<file path="src/rtl/s2mm_capture_ctrl.sv">
// Capture sequencer for the S2MM stream filter: runs a programmed number of
// fixed-length frames with idle gaps, watches the m_axis handshake for frame ends and stalls.
module s2mm_capture_ctrl #(
  parameter int LEN_W = 26,
  parameter int CNT_W = 16
) (
  input  logic             axis_aclk,
  input  logic             axis_areset,
  input  logic             start,
  input  logic             abort,
  input  logic [LEN_W-1:0] cfg_len,
  input  logic [CNT_W-1:0] cfg_frames,
  input  logic [CNT_W-1:0] cfg_gap,
  input  logic [CNT_W-1:0] cfg_timeout,
  input  logic             mon_tvalid,
  input  logic             mon_tready,
  input  logic             mon_tlast,
  output logic             filt_en,
  output logic [LEN_W-1:0] filt_counter,
  output logic             busy,
  output logic             done,
  output logic [CNT_W-1:0] frames_done,
  output logic             err_timeout,
  output logic             aborted
);

  // state   | meaning
  // IDLE    | waiting for start
  // ARM     | one cycle with en low so the filter counter is cleared
  // CAPTURE | en high, counting frames and stall cycles
  // GAP     | en low for cfg_gap+1 cycles between frames
  // DONE    | one-cycle done pulse, then back to IDLE
  typedef enum logic [2:0] {
    S_IDLE,
    S_ARM,
    S_CAPTURE,
    S_GAP,
    S_DONE
  } state_t;

  state_t state_q, state_d;

  logic [LEN_W-1:0] len_q, len_d;
  logic [CNT_W-1:0] frames_cfg_q, frames_cfg_d;
  logic [CNT_W-1:0] gap_q, gap_d;
  logic [CNT_W-1:0] timeout_q, timeout_d;
  logic [CNT_W-1:0] frames_done_q, frames_done_d;
  logic [CNT_W-1:0] stall_q, stall_d;
  logic [CNT_W-1:0] gap_cnt_q, gap_cnt_d;
  logic             err_timeout_q, err_timeout_d;
  logic             aborted_q, aborted_d;
  logic             filt_en_q, filt_en_d;
  logic             busy_q, busy_d;
  logic             done_q, done_d;

  logic             beat;
  logic             frame_end;
  logic [CNT_W-1:0] frames_inc;

  assign beat       = mon_tvalid & mon_tready;
  assign frame_end  = beat & mon_tlast;
  assign frames_inc = frames_done_q + 1'b1;

  always_comb begin
    state_d       = state_q;
    len_d         = len_q;
    frames_cfg_d  = frames_cfg_q;
    gap_d         = gap_q;
    timeout_d     = timeout_q;
    frames_done_d = frames_done_q;
    stall_d       = stall_q;
    gap_cnt_d     = gap_cnt_q;
    err_timeout_d = err_timeout_q;
    aborted_d     = aborted_q;

    case (state_q)
      S_IDLE: begin
        if (start && !abort) begin
          state_d       = S_ARM;
          len_d         = cfg_len;
          frames_cfg_d  = cfg_frames;
          gap_d         = cfg_gap;
          timeout_d     = cfg_timeout;
          frames_done_d = '0;
          err_timeout_d = 1'b0;
          aborted_d     = 1'b0;
        end
      end

      S_ARM: begin
        if (abort) begin
          state_d   = S_DONE;
          aborted_d = 1'b1;
        end else begin
          state_d = S_CAPTURE;
          stall_d = '0;
        end
      end

      S_CAPTURE: begin
        // a frame end racing an abort is still counted
        if (frame_end) begin
          frames_done_d = frames_inc;
        end
        if (beat) begin
          stall_d = '0;
        end else begin
          stall_d = stall_q + 1'b1;
        end

        if (abort) begin
          state_d   = S_DONE;
          aborted_d = 1'b1;
        end else if (frame_end) begin
          if ((frames_cfg_q != '0) && (frames_inc == frames_cfg_q)) begin
            state_d = S_DONE;
          end else begin
            state_d   = S_GAP;
            gap_cnt_d = gap_q;
          end
        end else if ((timeout_q != '0) && (stall_q == timeout_q)) begin
          state_d       = S_DONE;
          err_timeout_d = 1'b1;
        end
      end

      S_GAP: begin
        if (abort) begin
          state_d   = S_DONE;
          aborted_d = 1'b1;
        end else if (gap_cnt_q == '0) begin
          state_d = S_CAPTURE;
          stall_d = '0;
        end else begin
          gap_cnt_d = gap_cnt_q - 1'b1;
        end
      end

      S_DONE: begin
        state_d = S_IDLE;
      end

      default: begin
        state_d = S_IDLE;
      end
    endcase

    // outputs registered from the next state so they line up with it
    filt_en_d = (state_d == S_CAPTURE);
    busy_d    = (state_d != S_IDLE);
    done_d    = (state_d == S_DONE);
  end

  always_ff @(posedge axis_aclk or posedge axis_areset) begin
    if (axis_areset) begin
      state_q       <= S_IDLE;
      len_q         <= '0;
      frames_cfg_q  <= '0;
      gap_q         <= '0;
      timeout_q     <= '0;
      frames_done_q <= '0;
      stall_q       <= '0;
      gap_cnt_q     <= '0;
      err_timeout_q <= 1'b0;
      aborted_q     <= 1'b0;
      filt_en_q     <= 1'b0;
      busy_q        <= 1'b0;
      done_q        <= 1'b0;
    end else begin
      state_q       <= state_d;
      len_q         <= len_d;
      frames_cfg_q  <= frames_cfg_d;
      gap_q         <= gap_d;
      timeout_q     <= timeout_d;
      frames_done_q <= frames_done_d;
      stall_q       <= stall_d;
      gap_cnt_q     <= gap_cnt_d;
      err_timeout_q <= err_timeout_d;
      aborted_q     <= aborted_d;
      filt_en_q     <= filt_en_d;
      busy_q        <= busy_d;
      done_q        <= done_d;
    end
  end

  assign filt_en      = filt_en_q;
  assign filt_counter = len_q;
  assign busy         = busy_q;
  assign done         = done_q;
  assign frames_done  = frames_done_q;
  assign err_timeout  = err_timeout_q;
  assign aborted      = aborted_q;

endmodule
</file>
<file path="config.mk">
export PLATFORM = sky130hd
export DESIGN_NAME = s2mm_capture_ctrl
export DESIGN_NICKNAME = d
export VERILOG_FILES = /design/src/rtl/s2mm_capture_ctrl.sv
export SDC_FILE = /design/constraint.sdc
export NUM_CORES = 1
export LEC_CHECK = 0
export BUFFER_PORTS_ARGS = -buffer_cell sky130_fd_sc_hd__buf_2
export CAP_MARGIN = 20
export CORE_MARGIN = 2
export CORE_UTILIZATION = 60
export DETAILED_ROUTE_END_ITERATION = 8
export PLACE_DENSITY = 0.87
export SLEW_MARGIN = 20
export SYNTH_ARGS = -nofsm -noshare
export SYNTH_HDL_FRONTEND = slang
export SYNTH_SLANG_ARGS = --single-unit
</file>
<file path="constraint.sdc">
create_clock -name axis_aclk -period 8.37 [get_ports axis_aclk]
set_input_delay 0.837 -clock axis_aclk [delete_from_list [all_inputs] [get_ports axis_aclk]]
set_output_delay 0.837 -clock axis_aclk [all_outputs]
set_load 0.005 [all_outputs]
</file>
==> impl_metrics.toml, run 1 <==
[cells_and_area]
nFillCells = 719
fin_util_pct = 73.7
areaGrowthSynthToFinish_pct = 20.5
seqCellArea_mm2 = 0.00325
multiInputGateArea_mm2 = 0.00317
final_layout_size_suffix_gt1_share_pct = 34.2
finish.net_count = 805

[global_routing]
grtUsageTotal_pct = 28.0
grt_max_degree = 81
antenna_found_initial = 1
grt_overflow = 0
grt_pass1_vias = 5346
grt_pass1_wl_um = 25700

[route]
first_iter_violations = 384
ant_nets = 0
wl_um = 15900
viasPerCell = 6.24
wire_per_inst_um = 18.2
vias = 5461
drc = 0
dr.pass1.iters = 8

[status]
status = "finished clean"

[yosys]
ys_seq_elements = 130
yosysMostFrequentCell = "dfrtp_1"
syn_area_mm2 = 0.00661
synth_top_cell_area_share_pct = 49.3
postSynth.topFlopCell = "dfrtp_1"
seq_area_frac_synth_pct = 49.3
synthArstFlopShare_pct = 100
synth_edf_count = 0
yosysTopAreaCell = "dfrtp_1"
ys_top_cells_by_area = "dfrtp_1, mux2_2, nor2_1, xnor2_1, xor2_1"
syn_inst = 606
syn_avg_cell_area_um2 = 10.9
synth_fp_nets = 690
ys_warn_count = 0
synth_common_cells = "dfrtp_1, mux2_2, nor2_1"
synth_cell_types = 58

[sta]
clock_skew_ns = 0.00676
slew_viol_final = 0
setup_viol = 0
setup-tns-final_ns = 0
rsz0062_at_grt = "false"
slew_headroom_pct = 42.9
hold_viol = 0
min_period_ns = 3.16
tightest_slew_ns = 0.855
post-route-period-util_pct = 37.8
max_freq_ghz = 0.316

[floorplan]
die-area_mm2 = 0.0119
rows = 38
die_height_um = 109
ios = 128
core_area_mm2 = 0.0108
initial_core_util_pct = 61.2
die-width_um = 109

[worst_setup_path]
cp_max_fo = 5
critical-path-max-stage-delay_ns = 0.61
reg2reg_slack_ns = 5.21
crit_chain = "inv_1 -> ha_1 -> or4b_1 -> and4bb_2 -> a31oi_1 -> nor3_1 -> nand4_1 -> xor2_1 -> nor2_1"
critPathKind = "flop to flop"
endpoint = "stall_q[9]$_DFFE_PP0P_"
start_kind = "flop"
reg2regPathDepth = 9
r2r_start = "gap_cnt_q[0]$_DFFE_PP0P_"
arrival_ns = 3.54
startpoint = "gap_cnt_q[0]$_DFFE_PP0P_"
required_ns = 8.74
endpoint_kind = "flop"
reg2reg_to = "stall_q[9]$_DFFE_PP0P_"
critical_path.slowest_cell = "nor3_1"

[cts]
clkSinkCount = 130
cts_tree = "built"
clk_pin_slew_worst_paths_ns = 0.06
holdBufCountCts = 0
post_cts_buffers = 0
clk_latency_ns = 0.53
clk_path_buf_depth = 2
htreeDepth = 4
clock-root-buffer = "clkbuf_8"
cts_resized = 0
cts_inserted_buffers = 17

[power_and_ir_drop]
total_leakage_power_uw = 0.00358
p_per_area_mw_per_mm2 = 293
vdd_drop_max_mv = 0.178

[flow_run]
maxCapViolations = 0

[placed_design]
routabilityCongestion = 0.874
dp_hpwl_um = 10700
portBuffers = 127

[min_path]
hold_class = "primary input to asynchronous set/reset pin"
==> through the flow <==
step / total power [uW] / cell area, um^2 / setup WS (ns) / instances / hold WS (ns)
floorplan: 1320 / 6610 / 4.06 / 606 / 0.473
CTS: 2330 / 7930 / 5.25 / 873 / 0.474
global route: 2440 / 7950 / 5.03 / 874 / 0.513
detailed placement: 1500 / 7270 / 5.12 / 841 / 0.489
finish: 2330 / 7960 / 5.21 / 875 / 0.457
global placement: 1460 / 7270 / 5.27 / 841 / 0.485
==> kinds of logic (layout without fill, tap and decap cells) <==
group / Yosys count / after routing / synth area share [%]
and+or+nand+nor: 189 / 189 / 15.4
DFF: 130 / 130 / 49.3
AOI/OAI and AO/OA: 123 / 123 / 12.8
muxes: 78 / 78 / 13.2
xor gates and xnor gates: 44 / 44 / 5.83
buffers and inverters: 39 / 167 / 2.90
adders and majority gates: 3 / 3 / 0.568
other: 0 / 1 / 0
==> power breakdown <==
group          total, uW  internal [uW]  switching [uW]  leakage [uW]
Combinational        523            287             235       0.00165
Clock                824            559             265      0.000323
Sequential           983            815             168       0.00161
==> layout by cell type, fill, tap and decap left out, types with 4 or more instances in the layout <==
master,count
a21oi_1,25
a31oi_1,12
and2_1,9
and3_1,8
and4_1,6
buf_2,127
bufinv_16,6
clkbuf_16,16
dfrtp_1,130
inv_1,5
mux2_2,74
mux2i_1,4
nand2_1,29
nand3_1,18
nand4_1,15
nor2_1,61
nor2b_1,4
nor3_1,7
nor4_1,13
o211ai_1,4
o21ai_0,35
o22ai_1,7
o31ai_1,4
o32a_1,4
o32a_2,4
o41ai_1,5
or3_1,4
xnor2_1,23
xor2_1,21
==> layer usage <==
layer	global-route usage, %	routed length [um]
met1	36.7	6540
met2	44.5	7700
met3	5.98	1230
met4	13.1	457
met5	0	0
==> registers in the layout, summed over array words and instances, names as in the netlist <==
name / count
gap_q: 16
timeout_q: 16
filt_counter: 26
stall_q: 16
filt_en: 1
aborted: 1
busy: 1
frames_done: 16
state_q: 3
gap_cnt_q: 16
err_timeout: 1
done: 1
frames_cfg_q: 16
==> worst max-delay path: cells and delay by family (launching register included) <==
kind / cells / cell delay [ns]
simple gates: 5 / 1.86
flops: 1 / 0.41
fa+ha+maj: 1 / 0.22
compound gates: 1 / 0.22
buf+inv: 1 / 0.10
xor+xnor: 1 / 0.20
==> worst min path at each step <==
stage	cells past startpoint	slack [ns]	to
6_report	2	0.46	filt_counter[14]$_DFFE_PP0P_
5_1_grt	2	0.51	filt_counter[17]$_DFFE_PP0P_
4_1_cts	2	0.47	filt_counter[14]$_DFFE_PP0P_
3_5_place_dp	1	0.49	filt_counter[4]$_DFFE_PP0P_
3_3_place_gp	1	0.48	filt_counter[22]$_DFFE_PP0P_
2_1_floorplan	2	0.47	err_timeout$_DFFE_PP0P_
==> cell type report <==
cell class | count | area share (%)
well taps | 140 | 2.20
clock buffers | 22 | 5.69
repair buffers | 129 | 8.43
diodes | 1 | 0.0315
inverters | 6 | 0.315
clock inverters | 10 | 2.56
flip-flops and latches | 130 | 40.9
multi-input cells | 437 | 39.9
Power figures use the tool's default switching activity.
==> run 2: changes to the inputs <==
Settings changed: CORE_UTILIZATION 60 to 50, PLACE_DENSITY 0.87 to 0.77.
Clock period 8.37 ns to 2.82 ns, I/O delays scaled along.
==> run 2 against run 1 <==
  * Sequential power rose to 3.0 times the previous value
  * Sequential cell count unchanged
  * Global-route usage down 4.3 points
  * Fmax up 16%
  * Setup slack worse by 5.1 ns
  * Critical path depth down 1
  * First-iteration DRC count up 6.8%
  * Largest cell class unchanged
  * Critical endpoint is now gap_cnt_q[2]$_DFFE_PP0P_
  * Die area up 19%
  * Routed wire length up 0.92%
==> impl_metrics.toml, run 2 (synthesis gave the netlist of run 1 again) <==
[cts]
clk_pin_slew_worst_paths_ns = 0.06
cts_inserted_buffers = 17
clock-root-buffer = "clkbuf_16"
clk_path_buf_depth = 2
htreeDepth = 4
clkSinkCount = 130
cts_tree = "built"
clk_latency_ns = 0.42

[sta]
setup_viol = 0
hold_viol = 0
max_freq_ghz = 0.366
min_period_ns = 2.73
clock_skew_ns = 0.00968
tightest_slew_ns = 0.717
slew_headroom_pct = 52.2
setup_ws_ns = 0.0894
slew_viol_final = 0
post-route-period-util_pct = 96.8

[power_and_ir_drop]
pwr-share-comb_pct = 24.1
vdd_drop_max_mv = 0.517
p_per_area_mw_per_mm2 = 806
clkPwrFrac_pct = 31.4
power_frac_seq_pct = 44.5
p_switching_uw = 1980
internal-power_uw = 4590
total_leakage_power_uw = 0.00366
p_total_uw = 6560
switching_share_pct = 30.1

[worst_setup_path]
critical-path-max-stage-delay_ns = 0.45
arrival_ns = 3.03
cp_max_fo = 14
critPathKind = "flop to flop"
cp.buffers_inverters = 0
start_kind = "flop"
required_ns = 3.12
critical_path.slowest_cell = "dfrtp_1"
crit_chain = "ha_2 -> xor2_1 -> a311oi_1 -> nand3_1 -> a2111oi_4 -> o2111a_1 -> nor2_4 -> o32a_2"
endpoint_kind = "flop"
crit_family = "compound AO/OA/AOI/OAI gates"

[global_routing]
grt_pass1_wl_um = 26600
grt_max_degree = 58
grt_pass1_vias = 5333
grt-busiest-layer = "met2"
grt_overflow = 0
antenna_found_initial = 0
grtUsageTotal_pct = 23.6
met1_usage_pct = 30.9
use_met3_pct = 6.03
grtUsageMet2_pct = 38.1

[cells_and_area]
final_cell_mix = "dfrtp_1, buf_2, mux2_2, nor2_1, o21ai_0"
largest_register_ffs = 26
layout.cells.most_common = "dfrtp_1"
final_layout_size_suffix_gt1_share_pct = 37.6
areaGrowthSynthToFinish_pct = 23.3
finish.net_count = 830
num_antenna_cells = 0

[route]
dr.pass1.iters = 5
wl_um = 16100
drc = 0
viasPerCell = 5.72
first_iter_violations = 410
vias = 5324
wire_per_inst_um = 17.3
ant_nets = 0

[floorplan]
ios = 128
initial_core_util_pct = 51.7
die_height_um = 119
die-area_mm2 = 0.0141
core_area_mm2 = 0.0128
die-width_um = 119
rows = 41

[placed_design]
pre_cts_slack_ns = -0.0181
portBuffers = 127
dp_hpwl_um = 11500
routabilityCongestion = 0.904

[flow_run]
maxCapViolations = 0

[min_path]
hold_class = "primary input to asynchronous set/reset pin"

[status]
status = "finished clean"
## run 2: metrics by stage
stage,std cells,area [um^2],TNS (ns),utilization [%],hold WS [ns]
2_1_floorplan,606,6610,0,-,0.433
3_3_place_gp,897,7500,0,58.7,0.470
4_1_cts,928,8080,0,63.3,0.0382
6_report,930,8140,0,63.7,0.0279
3_5_place_dp,897,7500,-0.0297,58.7,0.479
5_1_grt,930,8140,-0.0219,63.7,0.0836
## run 2: path summary, 6_finish.rpt
path                                               from                            to  slack [ns]  cells after the start
setup / recovery             frames_done[1]$_DFFE_PP0P_      gap_cnt_q[2]$_DFFE_PP0P_        0.09                      8
hold / removal                              axis_areset   frames_done[11]$_DFFE_PP0P_        0.03                      3
setup reg to reg             frames_done[1]$_DFFE_PP0P_      gap_cnt_q[2]$_DFFE_PP0P_        0.09                      8
hold reg to reg            filt_counter[20]$_DFFE_PP0P_  filt_counter[20]$_DFFE_PP0P_        0.50                      1
max in group asynchronous                   axis_areset    frames_done[0]$_DFFE_PP0P_        2.29                      3
min in group axis_aclk                  cfg_timeout[10]     timeout_q[10]$_DFFE_PP0P_        0.09                      2
## run 2: power groups by stage
stage	clock network (uW)	registers (uW)	logic (uW)
finish	2060	2920	1580
global route	2210	2990	1750
CTS	2110	2910	1580
detailed placement	0	2930	1560
global placement	0	2900	1490
floorplan	0	2810	1100
## run 2: cell type report
| class | instances | area, um^2 |
|---|---|---|
| fillers | 1041 | 4630 |
| flip-flops and latches | 130 | 3260 |
| multi-input cells | 437 | 3230 |
| repair buffers | 154 | 851 |
| clock buffers | 23 | 488 |
| well taps | 172 | 215 |
| clock inverters | 8 | 78.8 |
| inverters | 6 | 26.3 |
## run 2: metal layers
metal,part of all wire (%),vias up
li1,-,2505
met3,5.9,21
met4,1.4,0
met2,49,186
met1,44,2612
met5,0,-
## run 2: worst min-delay path, cell delays in order
cell,delay (ns)
buf_2,0.11
clkinvlp_4,0.08
buf_4,0.41
## run 2: what timing repair did
item                                    CTS  global route
endpoints found under the setup margin   10            24
resized for setup                         3            10
hold buffers                              0             0
pin swaps                                 0             3
setup buffers                             0             2
==> run 3: changes to the inputs <==
Settings changed: ABC_AREA from default to 1.
==> run 3 against run 2 <==
  * Total power fell by 0.36%
  * Critical path type unchanged
  * Routed wire length is 0.39% higher
  * Largest cell class unchanged
  * Sequential share of layout area down 0.38 points
  * Final cell count increased by 28%
  * Die area grew 0.61%
==> impl_metrics.toml, run 3 <==
[sta]
setup_ws_ns = 0.334
rsz0062_at_grt = "false"
hold_viol = 0
max_freq_ghz = 0.402
timing.hold.ws_ns = 0.0563
min_period_ns = 2.49
slew_viol_final = 0
slew_headroom_pct = 64.1
setup-tns-final_ns = 0
post-route-period-util_pct = 88.1
setup_viol = 0
clock_skew_ns = 0.00758
tightest_slew_ns = 0.538

[placed_design]
routabilityCongestion = 0.876
pre_cts_slack_ns = 0.308
portBuffers = 127
dp_cells = 1159
dp_hpwl_um = 11300

[route]
viasPerCell = 5.01
ant_nets = 0
vias = 5973
dr.pass1.iters = 5
first_iter_violations = 354
wl_um = 16100
drc = 0
wire_per_inst_um = 13.5

[worst_setup_path]
critPathKind = "flop to flop"
required_ns = 3.12
endpoint_kind = "flop"
cp_max_fo = 16
arrival_ns = 2.78
startpoint = "frames_done[0]$_DFFE_PP0P_"
r2r_start = "frames_done[0]$_DFFE_PP0P_"
start_kind = "flop"
reg2regPathDepth = 15

[yosys]
ys_top_cells_by_area = "dfrtp_1, nand2_1, inv_1, o21ai_0, nand3_1"
syn_avg_cell_area_um2 = 7.67
yosysMostFrequentCell = "nand2_1"
synth_fp_nets = 951
synthMuxAreaShare_pct = 0
postSynth.topFlopCell = "dfrtp_1"
synth_compound_area_share_pct = 10.4
syn_inst = 867
synth_top_cell_area_share_pct = 48.9
synthArstFlopShare_pct = 100
synth_top_family_by_area = "simple AND/OR/NAND/NOR gates"
ys_warn_count = 0
synth_cell_types = 40
synth_common_cells = "nand2_1, dfrtp_1, inv_1"
seq_area_frac_synth_pct = 48.9
synth_edf_count = 0
yosys.area_share.simple_pct = 30.1
syn_area_mm2 = 0.00665
ys_seq_elements = 130
synth_fa_ha_area_share_pct = 0.565
yosys.area_share.xor_xnor_pct = 2.73
yosysTopAreaCell = "dfrtp_1"

[global_routing]
grt_max_degree = 79
grt_pass1_wl_um = 27500
antenna_found_initial = 0
grt_overflow = 0
grt_pass1_vias = 5818
grtUsageTotal_pct = 24.0

[cells_and_area]
final_cell_mix = "nand2_1, dfrtp_1, buf_2, inv_1, o21ai_0"
nFillCells = 1137
layout.cells.most_common = "nand2_1"
fin_util_pct = 62.8
areaGrowthSynthToFinish_pct = 23.6
largest_register_ffs = 26
finish.net_count = 1087
fin_cells = 1193
final_layout_size_suffix_gt1_share_pct = 20.6
multiInputGateArea_mm2 = 0.00292
seqCellArea_mm2 = 0.00325

[cts]
clk_pin_slew_worst_paths_ns = 0.06
cts_tree = "built"
cts_inserted_buffers = 17
htreeDepth = 4
clk_path_buf_depth = 2
clk_latency_ns = 0.42
post_cts_buffers = 0
clock-root-buffer = "clkbuf_16"
clkSinkCount = 130

[power_and_ir_drop]
vdd_drop_max_mv = 0.509
total_leakage_power_uw = 0.00417
p_per_area_mw_per_mm2 = 796

[floorplan]
die-width_um = 119
die_height_um = 119
ios = 128
initial_core_util_pct = 50.8
die-area_mm2 = 0.0142
rows = 42
core_area_mm2 = 0.0131

[flow_run]
maxCapViolations = 0

[min_path]
holdPathStages = 3
hold_class = "primary input to flop"
min_from = "cfg_timeout[7]"

[status]
status = "finished clean"
==> run 3: logic make-up after synthesis <==
family | Yosys count
XOR/XNOR | 19
flip-flops | 130
adder cells (fa/ha/maj) | 3
AO/OA/AOI/OAI | 118
buffers and inverters | 122
AND/OR/NAND/NOR | 475
==> run 3: per-layer routing <==
| layer | vias up | wire (um) | track usage, % | part of all wire [%] |
|---|---|---|---|---|
| li1 | 3039 | - | - | - |
| met1 | 2758 | 7480 | 32.3 | 46 |
| met2 | 161 | 7650 | 38.5 | 47 |
| met3 | 15 | 838 | 5.75 | 5.2 |
| met4 | 0 | 168 | 7.65 | 1.0 |
| met5 | - | 0 | 0 | 0 |
==> run 3: layout make-up <==
cell class                      instances  area share, %
Antenna cell                            1         0.0305
Clock buffer                           22           5.77
Clock inverter                         10           2.47
Inverter                              100           4.61
Multi-Input combinational cell        615           35.5
Sequential cell                       130           39.6
Tap cell                              176           2.68
Timing Repair Buffer                  139           9.32
==> run 3: path summary, 6_finish.rpt <==
| check | to | slack (ns) |
|---|---|---|
| setup / recovery | gap_cnt_q[4]$_DFFE_PP0P_ | 0.33 |
| hold / removal | timeout_q[7]$_DFFE_PP0P_ | 0.06 |
| setup reg to reg | gap_cnt_q[4]$_DFFE_PP0P_ | 0.33 |
| hold reg to reg | filt_counter[24]$_DFFE_PP0P_ | 0.47 |
| max in group asynchronous | stall_q[11]$_DFFE_PP0P_ | 1.65 |
| min in group asynchronous | filt_counter[24]$_DFFE_PP0P_ | 0.45 |
==> run 3: through the flow <==
| step | power [uW] | instance area, um^2 |
|---|---|---|
| finish | 6540 | 8220 |
| global route | 6940 | 8210 |
| CTS | 6590 | 8210 |
| detailed placement | 4030 | 7520 |
| global placement | 4000 | 7520 |
| floorplan | 3540 | 6650 |
==> run 3: timing repair <==
action	in CTS	in global routing
endpoints found under the hold margin	20	0
resized for setup	0	1
endpoints found under the setup margin	0	8
hold buffers	1	0
==> run 3: where the power goes <==
group          total, uW  switching (uW)  internal [uW]
Sequential          2630             321           2310
Combinational       1390             804            585
Clock               2520             795           1720
Total               6540            1920           4620
==> run 3: worst max-delay path, cell delays in order, from the launching register on <==
cell	delay [ns]
dfrtp_1	0.45
ha_1	0.26
nand3_1	0.16
nor2_2	0.21
nand2_1	0.10
nand3_1	0.11
nand3_1	0.07
nor2_1	0.10
nand2_1	0.07
nor2_2	0.12
nand3_2	0.12
nand2_2	0.12
nand2_4	0.15
buf_12	0.20
nand2_1	0.07
o21ai_2	0.05
